==> src/rtl/moore_seq_rom_gen.sv <==
// moore_seq_rom_gen
//   Table-driven Moore sequence generator. A registered index walks a
//   DEPTH-entry table up or down, either wrapping or stopping at the terminal
//   index. The index can be loaded directly, and table entries can be written
//   at runtime.
//
// Ports
//   clk      rising-edge clock
//   reset    synchronous, active-low; also restores the Gray-code table
//   en       advance one step this cycle
//   dir      0 = up, 1 = down
//   oneshot  0 = wrap at the ends, 1 = stop at the terminal index
//   load     jump to load_idx; ignored when load_idx >= DEPTH
//   load_idx target index for load
//   wr_en    write wr_data into entry wr_idx; ignored when wr_idx >= DEPTH
//   wr_idx   entry to write
//   wr_data  value to write
//   count    registered table[idx]
//   idx      registered current index
//   tc       one-cycle terminal pulse (wrap, or one-shot arrival)
//   done     sticky one-shot completion flag, cleared by load or reset
module moore_seq_rom_gen #(
  parameter  int unsigned WIDTH  = 3,
  parameter  int unsigned DEPTH  = 8,
  localparam int unsigned ADDR_W = $clog2(DEPTH)
) (
  input  logic              clk,
  input  logic              reset,
  input  logic              en,
  input  logic              dir,
  input  logic              oneshot,
  input  logic              load,
  input  logic [ADDR_W-1:0] load_idx,
  input  logic              wr_en,
  input  logic [ADDR_W-1:0] wr_idx,
  input  logic [WIDTH-1:0]  wr_data,
  output logic [WIDTH-1:0]  count,
  output logic [ADDR_W-1:0] idx,
  output logic              tc,
  output logic              done
);

  localparam logic [ADDR_W-1:0] LAST = ADDR_W'(DEPTH - 1);

  logic [WIDTH-1:0]  table_q [DEPTH];
  logic              load_in_range;
  logic              wr_in_range;
  logic              at_end;
  logic              load_ok;
  logic              step;
  logic              wr_ok;
  logic [ADDR_W-1:0] nxt;
  logic [ADDR_W-1:0] target;
  logic [WIDTH-1:0]  rd_data;

  // With a power-of-two depth every index is valid; comparing would be constant.
  if (DEPTH == (1 << ADDR_W)) begin : g_pow2
    assign load_in_range = 1'b1;
    assign wr_in_range   = 1'b1;
  end else begin : g_npow2
    assign load_in_range = (load_idx <= LAST);
    assign wr_in_range   = (wr_idx <= LAST);
  end

  always_comb begin
    at_end  = dir ? (idx == '0) : (idx == LAST);
    if (dir) begin
      nxt = at_end ? LAST : idx - ADDR_W'(1);
    end else begin
      nxt = at_end ? '0 : idx + ADDR_W'(1);
    end
    load_ok = load & load_in_range;
    wr_ok   = wr_en & wr_in_range;
    // In one-shot mode the end for the current direction is the terminal index.
    step    = en & ~load_ok & ~(oneshot & at_end);
    target  = load_ok ? load_idx : nxt;
    // Write-first: an entry written on the same edge it is read shows the new value.
    rd_data = (wr_ok && (wr_idx == target)) ? wr_data : table_q[target];
  end

  always_ff @(posedge clk) begin
    if (!reset) begin
      for (int unsigned i = 0; i < DEPTH; i++) begin
        table_q[ADDR_W'(i)] <= WIDTH'(i ^ (i >> 1));
      end
      idx   <= '0;
      count <= '0;
      tc    <= 1'b0;
      done  <= 1'b0;
    end else begin
      if (wr_ok) begin
        table_q[wr_idx] <= wr_data;
      end
      tc <= 1'b0;
      if (load_ok) begin
        idx   <= load_idx;
        count <= rd_data;
        done  <= 1'b0;
      end else if (step) begin
        idx   <= nxt;
        count <= rd_data;
        if (!oneshot && at_end) begin
          tc <= 1'b1;
        end
        if (oneshot && (nxt == (dir ? '0 : LAST))) begin
          tc   <= 1'b1;
          done <= 1'b1;
        end
      end
    end
  end

endmodule

==> config.mk <==
export PLATFORM = sky130hd
export DESIGN_NAME = moore_seq_rom_gen
export DESIGN_NICKNAME = d
export VERILOG_FILES = /design/src/rtl/moore_seq_rom_gen.sv
export SDC_FILE = /design/constraint.sdc
export NUM_CORES = 1
export LEC_CHECK = 0
export CAP_MARGIN = 25
export CELL_PAD_IN_SITES_DETAIL_PLACEMENT = 1
export CELL_PAD_IN_SITES_GLOBAL_PLACEMENT = 2
export CORE_UTILIZATION = 36
export CTS_BUF_LIST = sky130_fd_sc_hd__clkbuf_16
export DETAILED_ROUTE_END_ITERATION = 6
export DONT_BUFFER_PORTS = 1
export PLACE_DENSITY_LB_ADDON = 0.1
export SLEW_MARGIN = 40
export SYNTH_ARGS = -nofsm -noshare
export SYNTH_HDL_FRONTEND = slang
export SYNTH_SLANG_ARGS = --single-unit
==> constraint.sdc <==
create_clock -name clk -period 2 [get_ports clk]
set_input_delay 0.4 -clock clk [delete_from_list [all_inputs] [get_ports clk]]
set_output_delay 0.4 -clock clk [all_outputs]
set_load 0.05 [all_outputs]
# Word-level counts from Yosys, hierarchy flattened
# Memory sizes are Yosys's and may differ from the RTL's.
# Index checks and enable logic that the tools add are counted.
[word_totals] reg_bits=8 memories=1 wordCells=47 output_inout_bits=8 ram_bits=24
[classes] reduce_logical=10 muxes=20 n_eq_ne=3 add_sub_neg=2 n_bitwise=7
[memory_table] name="table_q" words=8 word_bits=3 read_ports=1 rd_clocked_by_memory_dff=0 write_ports=8 line_no="45" text="logic [WIDTH-1:0] table_q [DEPTH];"
[ops] cell="2-to-1 mux 3 bit" count=12
[ops] cell="2-to-1 mux 1 bit" count=8
[ops] cell="== test 3 bit" count=2
[ops] cell="OR reduction 3 bit" count=2
[ops] cell="NOT 1 bit" count=4
[ops] cell="adder 3 x 1 -> 3 bit (second input constant)" count=1
[ops] cell="AND 1 bit" count=3
[ops] cell="== test 3 bit (second input constant)" count=1
[ops] cell="logical AND 1 bit" count=3
[ops] cell="zero test 3 bit" count=1
[ops] cell="subtractor 3 x 1 -> 3 bit (second input constant)" count=1
[ops] cell="AND reduction 2 bit" count=1
[ops] cell="nonzero test 2 bit" count=1
[ops] cell="OR reduction 2 bit" count=1
[ops] cell="zero test 1 bit" count=1

# Longest topological paths before layout
# Gate-level depths: netlist of run 1.
[depth] depth_word=10 mapped_depth=10 mapped_depth_nobuf=8

# Least setup slack after synthesis of run 1
# Ideal clock, no wire load.
[synth_path] path_kind="reg2reg" from="register idx[0]" to="register count[0]" arrival_ps=2478 stages_incl_launch_ff=10 slack_ps=-611 period_less_slack_ps=2611 path_cell_list="dfxtp_1 > clkbuf_1 > inv_1 > ha_1 > nor2b_1 > or3_1 > o311ai_0 > xor2_1 > a41o_1 > o221ai_1"
[synth_via] elab_chain_cells=10 word_cells_on_any_way=19 classes_between="add/sub (2); eq/ne (2); mux (8); bitwise (3); reduce/logical (3); memory (1)"
[synth_rtl] element="start, declared" line_no="38" text="output logic [ADDR_W-1:0] idx,"
[synth_rtl] element="start signal, assigned" line_no="96" text="idx <= load_idx;"
[synth_rtl] element="start signal, assigned" line_no="100" text="idx <= nxt;"
[synth_rtl] element="branches (longest 10 deep; another with adder 3 x 1 -> 3 bit)"
[synth_rtl] element="end signal, assigned" line_no="97" text="count <= rd_data;"
[synth_rtl] element="end signal, assigned" line_no="101" text="count <= rd_data;"
[synth_rtl] element="end, declared" line_no="37" text="output logic [WIDTH-1:0] count,"
# Several ways; the timed one is not identified. The select of a mux whose other input is x is not followed.
# A chain may end at the register's enable or synchronous reset.

# Worst setup path after layout of run 1
[layout_path] from="register idx[1]" to="register count[0]"
# Same word-level chain as after synthesis.

==> results.tsv, run 1 <==
metric	value	unit
RSZ-0062 raised after global routing	yes	
per-cell routed wire length	19.1	um
area share of the largest cell type after synthesis	0.386	
Yosys top cell by area	edfxtp_1	
crit start category	flip-flop	
setup TNS	-474	ps
Yosys cell types	44	
Post-DP Area	0.00206	mm2
Post-Synthesis Cells	183	
fin worst setup slack	-164	ps
hold_buf cts	0	
H-tree depth	2	
most frequent cells in the layout	25 x nand2_1, 24 x edfxtp_1, 14 x mux2i_1	
Clock Skews	5.35	ps
Root Buffer	clkbuf_16	
Diodes inserted	0	
Total Wirelength	5.00	mm
final critical path time including I/O delays and setup	2160	ps
P_leak	0.843	nW
Final Non-Filler Cells	262	
CP required	2190	ps
critical path capture point type	flip-flop	
Slew headroom	0.639	
Worst Path Max Fanout	3	
MaxCap Viol Count	0	
peak supply drop	0.000355	V
final instance area	0.00226	mm2
GR Util met2	0.351	
Slowest cell on crit path	or3b_4	
# nets final	214	
Async SR Flop Fraction	0	
final core utilization	0.467	
Longest Clk Path Bufs	2	
Power per Cell Area	834	mW/mm2
Vias	1480	
placed cell count	253	
Total GRT Usage	0.204	
M1 GR Usage	0.248	
I/O Buffers	0	
area of the die	0.00548	mm2
Synth Area per Inst	10.2	um2
commonest non-fill, non-tap cell in the layout	nand2_1	
layout cells sized above 1	0.210	
dominant cells by area after synthesis	edfxtp_1 39%, dfxtp_1 8.6%, mux2i_1 7.5%, nand2_1 5.0%, ha_1 2.7%	
die height	74.0	um
total power draw	0.00189	W
Setup Crit Path Kind	flip-flop to flip-flop	
Via density	5.65	
predominant post-synthesis flop cell	edfxtp_1	
Routed Antenna Nets	0	
DRC violations left	0	
violated checks	negative setup slack	
initial antenna violation count	0	
final worst path period share	1.08	
Worst EP arrival	2360	ps
DR iter-0 viols	50	
first-pass GRT wire length	7.96	mm
Reg clk slew, reported paths	50	ps
Seq/Total Area, Yosys	0.472	
yosys warns	0	
HP Class	primary input to flip-flop	
post-synthesis net count	203	
First-pass DRT Iterations	4	
clk_lat worst skew	280	ps
Initial Utilization	0.385	
Mapped Area	0.00187	mm2
DP HPWL	3.75	mm
CP peak stage delay	380	ps
#FFs+latches synth	32	
critical path's most frequent cell	ha_4	
Setup Viol. Count Final	3	
# IOs	24	
status	finished, violations left	
CTS tree	yes	
die width	74.0	um
Final Wtd Congestion	0.780	
Fin. Hold Viols	0	
area grow syn2layout	21.1	%
vias in the first global route	1533	
largest net degree at the start of global routing	18	
gr busiest metal	met2	
met3 Use GR	0.0556	
Fmax	0.462	GHz
TritonCTS buffer count	5	
Post-synth EDFFs	24	
Core ar.	0.00485	mm2
FP Rows	25	
crit-path cells	ha_4, ha_4, or3b_4, o21a_4, a21o_1, xor2_2, a41o_1, o221ai_1	
Worst-Margin Slew	540	ps
global route overflow	0	
Slew Viols, Final	0	
TritonCTS Sinks	32	
==> flip-flops by register name, indices dropped and copies added, names as in the netlist <==
register	cells
done	1
tc	1
table_q	24
idx	3
count	3
==> cell usage after synthesis (6+ instances only) <==
master    count
nand2_1      25
edfxtp_1     24
mux2i_1      14
nor3_1       10
dfxtp_1       8
a21oi_1       7
inv_1         7
nand2b_1      7
nor2_1        7
o21ai_0       7
a22oi_1       6
==> where the power goes <==
group	switching, W	total, W	internal, W
Clock	0.000272	0.000723	0.000451
Sequential	0.0000608	0.000822	0.000761
Combinational	0.000193	0.000343	0.000150
Total	0.000525	0.00189	0.00136
==> metal layers <==
metal  routed length, um  vias to the layer above
met5                   0                        -
met4                  62                        0
met3                 216                        5
met2                2520                       32
met1                2200                      735
li1                    -                      708
==> kinds of logic after synthesis <==
| kind of cell | count (synthesis) | synth area share |
|---|---|---|
| simple gates | 77 | 0.220 |
| compound gates | 38 | 0.153 |
| flops | 32 | 0.472 |
| buf+inv | 15 | 0.0402 |
| mux | 14 | 0.0750 |
| fa+ha+maj | 4 | 0.0268 |
| xor+xnor | 3 | 0.0141 |
==> through the flow <==
step	worst slack [ps]	hold slack [ps]
after floorplan	-122	547
after global placement	-123	515
after detailed placement	-192	537
after CTS	-139	246
after global routing	-227	255
final	-164	256
==> final cells by class <==
cell class	instances	area, um2
clock buffers	5	125
well taps	67	83.8
fillers	522	2590
flip-flops and latches	32	890
repair buffers	11	95.1
inverters	8	30.0
multi-input cells	136	1020
clock inverters	3	15.0
==> critical path, delay by kind of cell, from the launching register on <==
kind                       cells  cell delay, ps
AOI/OAI and AO/OA              4             760
adders and majority gates      2             400
and+or+nand+nor                1             380
DFF                            1             350
xor gates and xnor gates       1             180
==> path summary, 6_finish.rpt <==
path,start,endpoint,slack (ps),cells after the start
max,idx[1],count[0],-160,8
min,reset,idx[2],260,1
max reg2reg,idx[1],count[0],-160,8
min reg2reg,done,done,680,2
==> what timing repair did <==
item	4_1_cts	5_1_grt
pin swaps	1	1
setup endpoints to repair	3	5
resized for setup	8	2
setup buffers	0	1
Power figures use the tool's default switching activity.
==> run 2: changes to the inputs <==
ABC_AREA = 1   (was unset)
CORE_UTILIZATION = 38   (was 36)
HOLD_SLACK_MARGIN = 0.05   (was unset)
clock period = 2.5 ns   (was 2 ns; I/O delays follow)
==> run 2 against run 1 <==
Net effect:
- critical endpoint is now count[1]
- the flow now finishes without violations
- clock skew about the same
- flip-flop and latch count unchanged
- total power down 21%
- sequential share of layout area up 2.1 points
- first-iteration DRC count up 12%
- die area down 1.9%
- worst setup slack better by 500 ps
- clock-buffer cell count unchanged
- combinational power down 26%
- synthesized cell count up 37%
- design area down 5.9%
- critical path depth up 5
==> results.tsv, run 2 <==
metric	value	unit
status	finished, final reports clean	
Seq/Total Area, Yosys	0.455	
total power draw	0.00149	W
Diodes inserted	0	
RSZ-0062 raised after global routing	no	
Post-Synthesis Cells	251	
Top Registers	table_q: 24 flops, count: 3 flops, idx: 3 flops	
Async SR Flop Fraction	0	
die height	73.3	um
crit-path cells	ha_1, ha_1, nand2_2, nand2_4, nand3_4, nand3_1, nand2_1, nor2_1, nand3_1, nor2_1, a21oi_1, nor2_1, nor2_1	
first-pass GRT wire length	8.16	mm
Slew Viols, Final	0	
Final Non-Filler Cells	325	
Fmax	0.461	GHz
DRC violations left	0	
MaxCap Viol Count	0	
Routed Antenna Nets	0	
layout cells sized above 1	0.0891	
Yosys top cell by area	edfxtp_1	
Total Wirelength	5.04	mm
post-synthesis net count	271	
commonest non-fill, non-tap cell in the layout	nand2_1	
First-pass DRT Iterations	4	
crit start category	flip-flop	
per-cell routed wire length	15.5	um
Post-synth EDFFs	24	
Root Buffer	clkbuf_16	
Fin. Hold Viols	0	
TritonCTS buffer count	5	
initial antenna violation count	0	
peak supply drop	0.000351	V
most frequent cells in the layout	74 x nand2_1, 37 x inv_1, 29 x nor2_1	
H-tree depth	2	
#FFs+latches synth	32	
Yosys cell types	26	
critical path capture point type	flip-flop	
critical path's most frequent cell	nor2_1	
largest net degree at the start of global routing	18	
vias in the first global route	1643	
most frequent cells after synthesis	74 x nand2_1, 37 x inv_1, 29 x nor2_1, 28 x nand3_1, 24 x edfxtp_1	
area grow syn2layout	10.0	%
clk_lat worst skew	270	ps
Clock Skews	5.41	ps
FP Rows	25	
Multi-input gate area	840	um2
Slowest cell on crit path	dfxtp_1	
area of the die	0.00538	mm2
CTS tree	yes	
Slew headroom	0.657	
FF+latch area	881	um2
Top reg by flops	table_q	
top-count cell post-synth	nand2_1	
Worst-Margin Slew	513	ps
Total GRT Usage	0.210	
Core ar.	0.00482	mm2
# resized after CTS	0	
yosys warns	0	
I/O Buffers	0	
worst hold slack	359	ps
CP required	2670	ps
Final Wtd Congestion	0.933	
DP HPWL	3.88	mm
dominant cells by area after synthesis	edfxtp_1 37%, nand2_1 14%, dfxtp_1 8.3%, nand3_1 7.2%, inv_1 7.2%	
global route overflow	0	
Mapped Area	0.00193	mm2
area share of the largest cell type after synthesis	0.373	
CP peak stage delay	360	ps
max reg flops	24	
post-CTS setup buffer count	0	
Setup Crit Path Kind	flip-flop to flip-flop	
die width	73.3	um
DR iter-0 viols	56	
P_leak	0.954	nW
Worst EP arrival	2330	ps
predominant post-synthesis flop cell	edfxtp_1	
Longest Clk Path Bufs	2	
hold_buf cts	0	
TritonCTS Sinks	32	
final critical path time including I/O delays and setup	2170	ps
Vias	1623	
Initial Utilization	0.402	
placed cell count	317	
Via density	4.99	
# nets final	277	
Reg clk slew, reported paths	60	ps
r2r setup slk	330	ps
fillers	649	
Worst Path Max Fanout	15	
setup TNS	0	ps
Power per Cell Area	702	mW/mm2
Synth Area per Inst	7.71	um2
# IOs	24	
Setup Viol. Count Final	0	
HP Class	primary input to flip-flop	
final worst path period share	0.867	
-- run 2: cell count changes after synthesis, sizes merged, moves of 6 or more --
cell,delta
nand2b,-7
nand4,+6
mux2i,-14
a22oi,-6
nor3,-9
nand2,+54
nor2,+23
nand3,+25
inv,+32
-- run 2: report_power, final --
part	switching [W]	total, W	internal [W]
Combinational	0.000177	0.000255	0.0000777
Sequential	0.0000388	0.000646	0.000607
Clock	0.000225	0.000592	0.000366
-- run 2: final timing paths --
check / start / end / cells after the start
worst min-delay path: reset / done / 2
worst min register to register: idx[2] / idx[2] / 2
worst max register to register: idx[1] / count[1] / 13
worst max-delay path: idx[1] / count[1] / 13
-- run 2: cells by family after synthesis --
group / Yosys count / synth area share
compound gates: 19 / 0.0517
fa+ha+maj: 4 / 0.0259
buf+inv: 45 / 0.111
flops: 32 / 0.455
simple gates: 151 / 0.356
-- run 2: worst max-delay path, delay by kind of cell (launching register included) --
kind / cells / cell delay, ps
adders and majority gates: 2 / 370
DFF: 1 / 360
AOI/OAI and AO/OA: 1 / 70
and+or+nand+nor: 10 / 1240
-- run 2: cell type report --
| class | instances | area share |
|---|---|---|
| Timing Repair Buffer | 4 | 0.0141 |
| Clock inverter | 3 | 0.00882 |
| Clock buffer | 5 | 0.0588 |
| Inverter | 40 | 0.0705 |
| Sequential cell | 32 | 0.414 |
| Tap cell | 67 | 0.0394 |
| Multi-Input combinational cell | 174 | 0.394 |
-- run 2: through the flow --
stage	cell area, um2	util	setup slack, ps
2_1_floorplan	1930	-	253
3_3_place_gp	1980	0.412	389
3_5_place_dp	1980	0.412	347
4_1_cts	2130	0.442	334
5_1_grt	2130	0.442	15.5
6_report	2130	0.442	331
-- run 2: per-layer routing --
metal | track usage | vias up | part of all wire
met4 | 0.0491 | 0 | 0.014
met3 | 0.0453 | 6 | 0.027
met1 | 0.283 | 779 | 0.50
met2 | 0.346 | 21 | 0.46
li1 | - | 817 | -
met5 | 0 | - | 0
==> RTL change 1: new RTL, config.mk and constraints of run 1 <==
Change the parameter `DEPTH` from 8 to 16.
--- a/src/rtl/moore_seq_rom_gen.sv
+++ b/src/rtl/moore_seq_rom_gen.sv
@@ -21,7 +21,7 @@
 //   done     sticky one-shot completion flag, cleared by load or reset
 module moore_seq_rom_gen #(
   parameter  int unsigned WIDTH  = 3,
-  parameter  int unsigned DEPTH  = 8,
+  parameter  int unsigned DEPTH  = 16,
   localparam int unsigned ADDR_W = $clog2(DEPTH)
 ) (
   input  logic              clk,
Interface: changed (resized idx, load_idx and wr_idx); port bits go from 24 to 27. No check against the original RTL was run, so the function may have changed too.
==> RTL change 1 against run 1 <==
The run still ends with setup timing left. Wire length grew 110%. Worst setup slack lost 180 ps. Sequential cell count grew 25. Power grew 100%. Synthesized area grew 71%. Final cell count grew 80%. Utilization grew 2.0 points. Non-clock buffer count grew 37. Global-route usage grew 4.3 points. Clock power grew 130%. Design area grew 80%. Largest power group is now clock.
==> RTL change 1: results (changes against run 1) <==
Detailed routing
  • Wirelength per Cell: 22.06 µm (was 19.08 µm)
  • Vias per cell: 5.905 (was 5.649)
  • DRC violation total after the first TritonRoute iteration: 94 (was 50)

Global routing
  • Global routing usage on met2: 0.4161 (was 0.3505)
  • Wire length of the first global-routing pass: 16070 µm (was 7962 µm)
  • Tot GR Track Use: 0.2472 (was 0.2037)
  • Met3 demand-to-capacity share in global routing: 0.06161 (was 0.05556)

Logic synthesis
  • Net count of the mapped netlist: 349 (was 203)
  • Commonest cells post-synth: 48 x sky130_fd_sc_hd__edfxtp_1, 45 x sky130_fd_sc_hd__nand2_1, 22 x sky130_fd_sc_hd__nor3_1 (was 25 x sky130_fd_sc_hd__nand2_1, 24 x sky130_fd_sc_hd__edfxtp_1, 14 x sky130_fd_sc_hd__mux2i_1)
  • Synth top area cells: sky130_fd_sc_hd__edfxtp_1 45%, sky130_fd_sc_hd__dfxtp_1 5.7%, sky130_fd_sc_hd__nand2_1 5.3% (was sky130_fd_sc_hd__edfxtp_1 39%, sky130_fd_sc_hd__dfxtp_1 8.6%, sky130_fd_sc_hd__mux2i_1 7.5%)

Setup path
  • Arrival time at the worst endpoint: 2550 ps (was 2360 ps)
  • Endpoint of the most critical register-to-register path: count[1]$_SDFFE_PN0P_ (was count[0]$_SDFFE_PN0P_)
  • Cell type of the slowest stage on the worst timing path: sky130_fd_sc_hd__dfxtp_4 (was sky130_fd_sc_hd__or3b_4)
  • Cell depth of the worst flop-to-flop path: 10 (was 8)

Final layout
  • Count of filler cells inserted in the layout: 952 (was 522)
  • Fraction of layout instances using a drive strength above 1: 0.2561 (was 0.2103)

Place
  • Placed instance area: 3571 µm² (was 2056 µm²)
  • Setup WS pre-CTS: -607.6 ps (was -192.3 ps)
  • Final Wtd Congestion: 0.8184 (was 0.7798)
  • Dpl hpwl: 7676 µm (was 3750 µm)

Outcome
  • Status: finished with violations (unchanged)
  • Violated checks: setup timing (unchanged)

Power and ir drop
  • Worst vdd ir: 403.4 µV (was 354.6 µV)

Timing
  • Total Neg Setup Slack: -950.8 ps (was -474.2 ps)
  • Number of setup violations in the final report: 3 (unchanged)
  • Fin worst setup slack: -340.3 ps (was -163.9 ps)

Hold path
  • Hold EP: tc$_SDFF_PP0_ (was idx[2]$_SDFFE_PN0P_)

CTS
  • Total CTS buffers: 9 (was 5)
  • Count of buffers added by post-CTS timing repair for setup: 4 (was 0)
==> RTL change 1: kinds of logic (layout without fill, tap and decap cells) <==
kind of cell,count (synthesis),count (layout),synth area share
xor gates and xnor gates,4,4,0.01100
muxes,5,5,0.01571
DFF,57,57,0.5090
adders and majority gates,2,2,0.007854
and+or+nand+nor,150,150,0.2357
buffers and inverters,35,73,0.04713
AOI/OAI and AO/OA,76,76,0.1736
==> RTL change 1: worst max path at each step <==
stage	from	to	slack [ps]	cells after the start
2_1_floorplan	idx[0]$_SDFFE_PN0P_	count[0]$_SDFFE_PN0P_	-400	11
3_3_place_gp	idx[1]$_SDFFE_PN0P_	count[1]$_SDFFE_PN0P_	-610	10
3_5_place_dp	idx[1]$_SDFFE_PN0P_	count[1]$_SDFFE_PN0P_	-610	10
4_1_cts	idx[0]$_SDFFE_PN0P_	count[1]$_SDFFE_PN0P_	-350	8
5_1_grt	idx[0]$_SDFFE_PN0P_	count[0]$_SDFFE_PN0P_	-470	9
6_report	idx[0]$_SDFFE_PN0P_	count[1]$_SDFFE_PN0P_	-340	10
==> RTL change 1: metrics by stage <==
step,std cells,hold WS (ps)
6_report,472,209.8
5_1_grt,472,199.4
4_1_cts,470,184.1
3_5_place_dp,450,528.7
3_3_place_gp,450,524.9
2_1_floorplan,329,579.3
==> RTL change 1: final cells by class <==
type	instances	share of cell area
clock inverter	7	0.02117
inverter	9	0.008896
timing repair buffer	48	0.09601
tap	105	0.03221
sequential	57	0.4000
multi-input combinational	237	0.3865
clock buffer	9	0.05521
==> RTL change 1: power groups by stage <==
stage                     Clock, mW  Combinational [mW]  Sequential, mW
after floorplan                   0               0.383            1.49
after global placement            0               0.610            1.47
after detailed placement          0               0.624            1.48
after CTS                      1.66               0.699            1.46
after global routing           1.72               0.770            1.47
final                          1.64               0.715            1.46
==> RTL change 2: new RTL, config.mk and constraints of run 1 <==
Without the edit above. Reset style: asynchronous (`reset`), changed in one clocked block.
--- a/src/rtl/moore_seq_rom_gen.sv
+++ b/src/rtl/moore_seq_rom_gen.sv
@@ -78,7 +78,7 @@
     rd_data = (wr_ok && (wr_idx == target)) ? wr_data : table_q[target];
   end
 
-  always_ff @(posedge clk) begin
+  always_ff @(posedge clk or negedge reset) begin
     if (!reset) begin
       for (int unsigned i = 0; i < DEPTH; i++) begin
         table_q[ADDR_W'(i)] <= WIDTH'(i ^ (i >> 1));
Check against the original RTL: differs if reset is asserted again (counterexample within 4 cycles, from zero or initial values and one cycle with reset low); with reset held inactive, the same outputs for 10 cycles.
==> RTL change 2 against run 1 <==
The run still ends with setup timing left. Final cell count down 6.5%. Design area up 3.8%. Synthesized area down 2.9%. First-iteration DRC count down 48%. Sequential cell count unchanged. Wire length down 7.6%. Critical endpoint is now idx[2]$_DFFE_PN0P_. Worst setup slack worse by 20 ps.
Power is not compared: it rests on default switching activity, and its combinational part moved more than twofold at a synthesized area within 25%.
==> RTL change 2: results (changes against run 1) <==
Logic synthesis
  • Post-Synth Adder-Cell Area: 0.02759 (was 0.02679)
  • Post-synth cell types: 51 (was 44)
  • Synth top area cells: sky130_fd_sc_hd__dfrtp_1 28%, sky130_fd_sc_hd__dfstp_2 17%, sky130_fd_sc_hd__mux2_2 16% (was sky130_fd_sc_hd__edfxtp_1 39%, sky130_fd_sc_hd__dfxtp_1 8.6%, sky130_fd_sc_hd__mux2i_1 7.5%)
  • Most frequently used flop master after synthesis: sky130_fd_sc_hd__dfrtp_1 (was sky130_fd_sc_hd__edfxtp_1)
  • Post-synthesis xor/xnor area fraction: 0.01862 (was 0.01407)
  • Fraction of registers with async set or reset after synthesis: 1.000 (was 0)
  • Commonest cells post-synth: 25 x sky130_fd_sc_hd__mux2_2, 20 x sky130_fd_sc_hd__dfrtp_1, 12 x sky130_fd_sc_hd__dfstp_2 (was 25 x sky130_fd_sc_hd__nand2_1, 24 x sky130_fd_sc_hd__edfxtp_1, 14 x sky130_fd_sc_hd__mux2i_1)

Outcome
  • Violated checks: setup timing (unchanged)
  • Status: finished with violations (unchanged)

Detailed routing
  • Met3 routed WL: 191 µm (was 216 µm)
  • Wirelength per Cell: 18.86 µm (was 19.08 µm)
  • DRC violation total after the first TritonRoute iteration: 26 (was 50)

Setup path
  • Arrival time at the worst endpoint: 2340 ps (was 2360 ps)
  • Worst-path maximum fanout: 6 (was 3)
  • Timing startpoint of the critical path: idx[0]$_DFFE_PN0P_ (was idx[1]$_SDFFE_PN0P_)

Timing
  • Worst hold slack across all endpoints: 183.5 ps (was 255.7 ps)
  • Fin worst setup slack: -184.3 ps (was -163.9 ps)
  • Total Neg Setup Slack: -668.2 ps (was -474.2 ps)
  • Number of setup violations in the final report: 4 (was 3)

Final layout
  • Final layout net count: 197 (was 214)
  • Count of filler cells inserted in the layout: 503 (was 522)
  • Number of multi-input combinational cells: 112 (was 136)
  • Area share of buffers outside the clock network: 0.08156 (was 0.04204)
  • Area occupied by multi-input gates: 1089 µm² (was 1023 µm²)
  • Final instance count without filler cells: 245 (was 262)
  • Share of the final layout cell area in sequential cells: 0.3502 (was 0.3933)
  • Seq Cell Count: 32 (unchanged)

Hold path
  • Hold_sp: load (was reset)

Place
  • Setup WS pre-CTS: -247.8 ps (was -192.3 ps)
  • Number of instances in the placed design: 230 (was 253)
  • Final Wtd Congestion: 0.8141 (was 0.7798)

CTS
  • Count of buffers added by post-CTS timing repair for setup: 4 (was 0)
  • Number of cells upsized or downsized after cts: 5 (was 8)

Global routing
  • GR Layer Usage met1: 0.2364 (was 0.2476)
  • Global routing usage on met2: 0.3488 (was 0.3505)
  • Largest net degree at the start of global routing: 33 (was 18)
-- RTL change 2: cell types whose count changed in the layout (fill, tap and decap cells not counted), moves of 4 or more --
cell | before | now
sky130_fd_sc_hd__mux2_2 | 0 | 25
sky130_fd_sc_hd__edfxtp_1 | 24 | 0
sky130_fd_sc_hd__nand2_1 | 25 | 7
sky130_fd_sc_hd__dfrtp_1 | 0 | 17
sky130_fd_sc_hd__dfstp_2 | 0 | 12
sky130_fd_sc_hd__buf_4 | 10 | 17
sky130_fd_sc_hd__nor3_1 | 9 | 2
sky130_fd_sc_hd__mux2i_1 | 14 | 8
sky130_fd_sc_hd__dfxtp_1 | 5 | 0
sky130_fd_sc_hd__inv_1 | 7 | 2
sky130_fd_sc_hd__and2_1 | 4 | 0
sky130_fd_sc_hd__nor4_1 | 4 | 0
-- RTL change 2: kinds of logic (layout without fill, tap and decap cells) --
kind of cell | count (synthesis) | count (layout)
AO/OA/AOI/OAI | 30 | 30
XOR/XNOR | 3 | 3
adder cells (fa/ha/maj) | 4 | 4
buffers and inverters | 9 | 34
flip-flops | 32 | 32
multiplexers | 35 | 35
AND/OR/NAND/NOR | 40 | 40
-- RTL change 2: critical path: stages, from the launching register on --
cell                       delay [ps]
sky130_fd_sc_hd__dfrtp_4          440
sky130_fd_sc_hd__inv_4             50
sky130_fd_sc_hd__ha_4             160
sky130_fd_sc_hd__or3_4            380
sky130_fd_sc_hd__a311oi_4         280
sky130_fd_sc_hd__nor2_4           120
sky130_fd_sc_hd__buf_4            150
sky130_fd_sc_hd__buf_6            100
sky130_fd_sc_hd__buf_4            110
sky130_fd_sc_hd__mux2_2           250
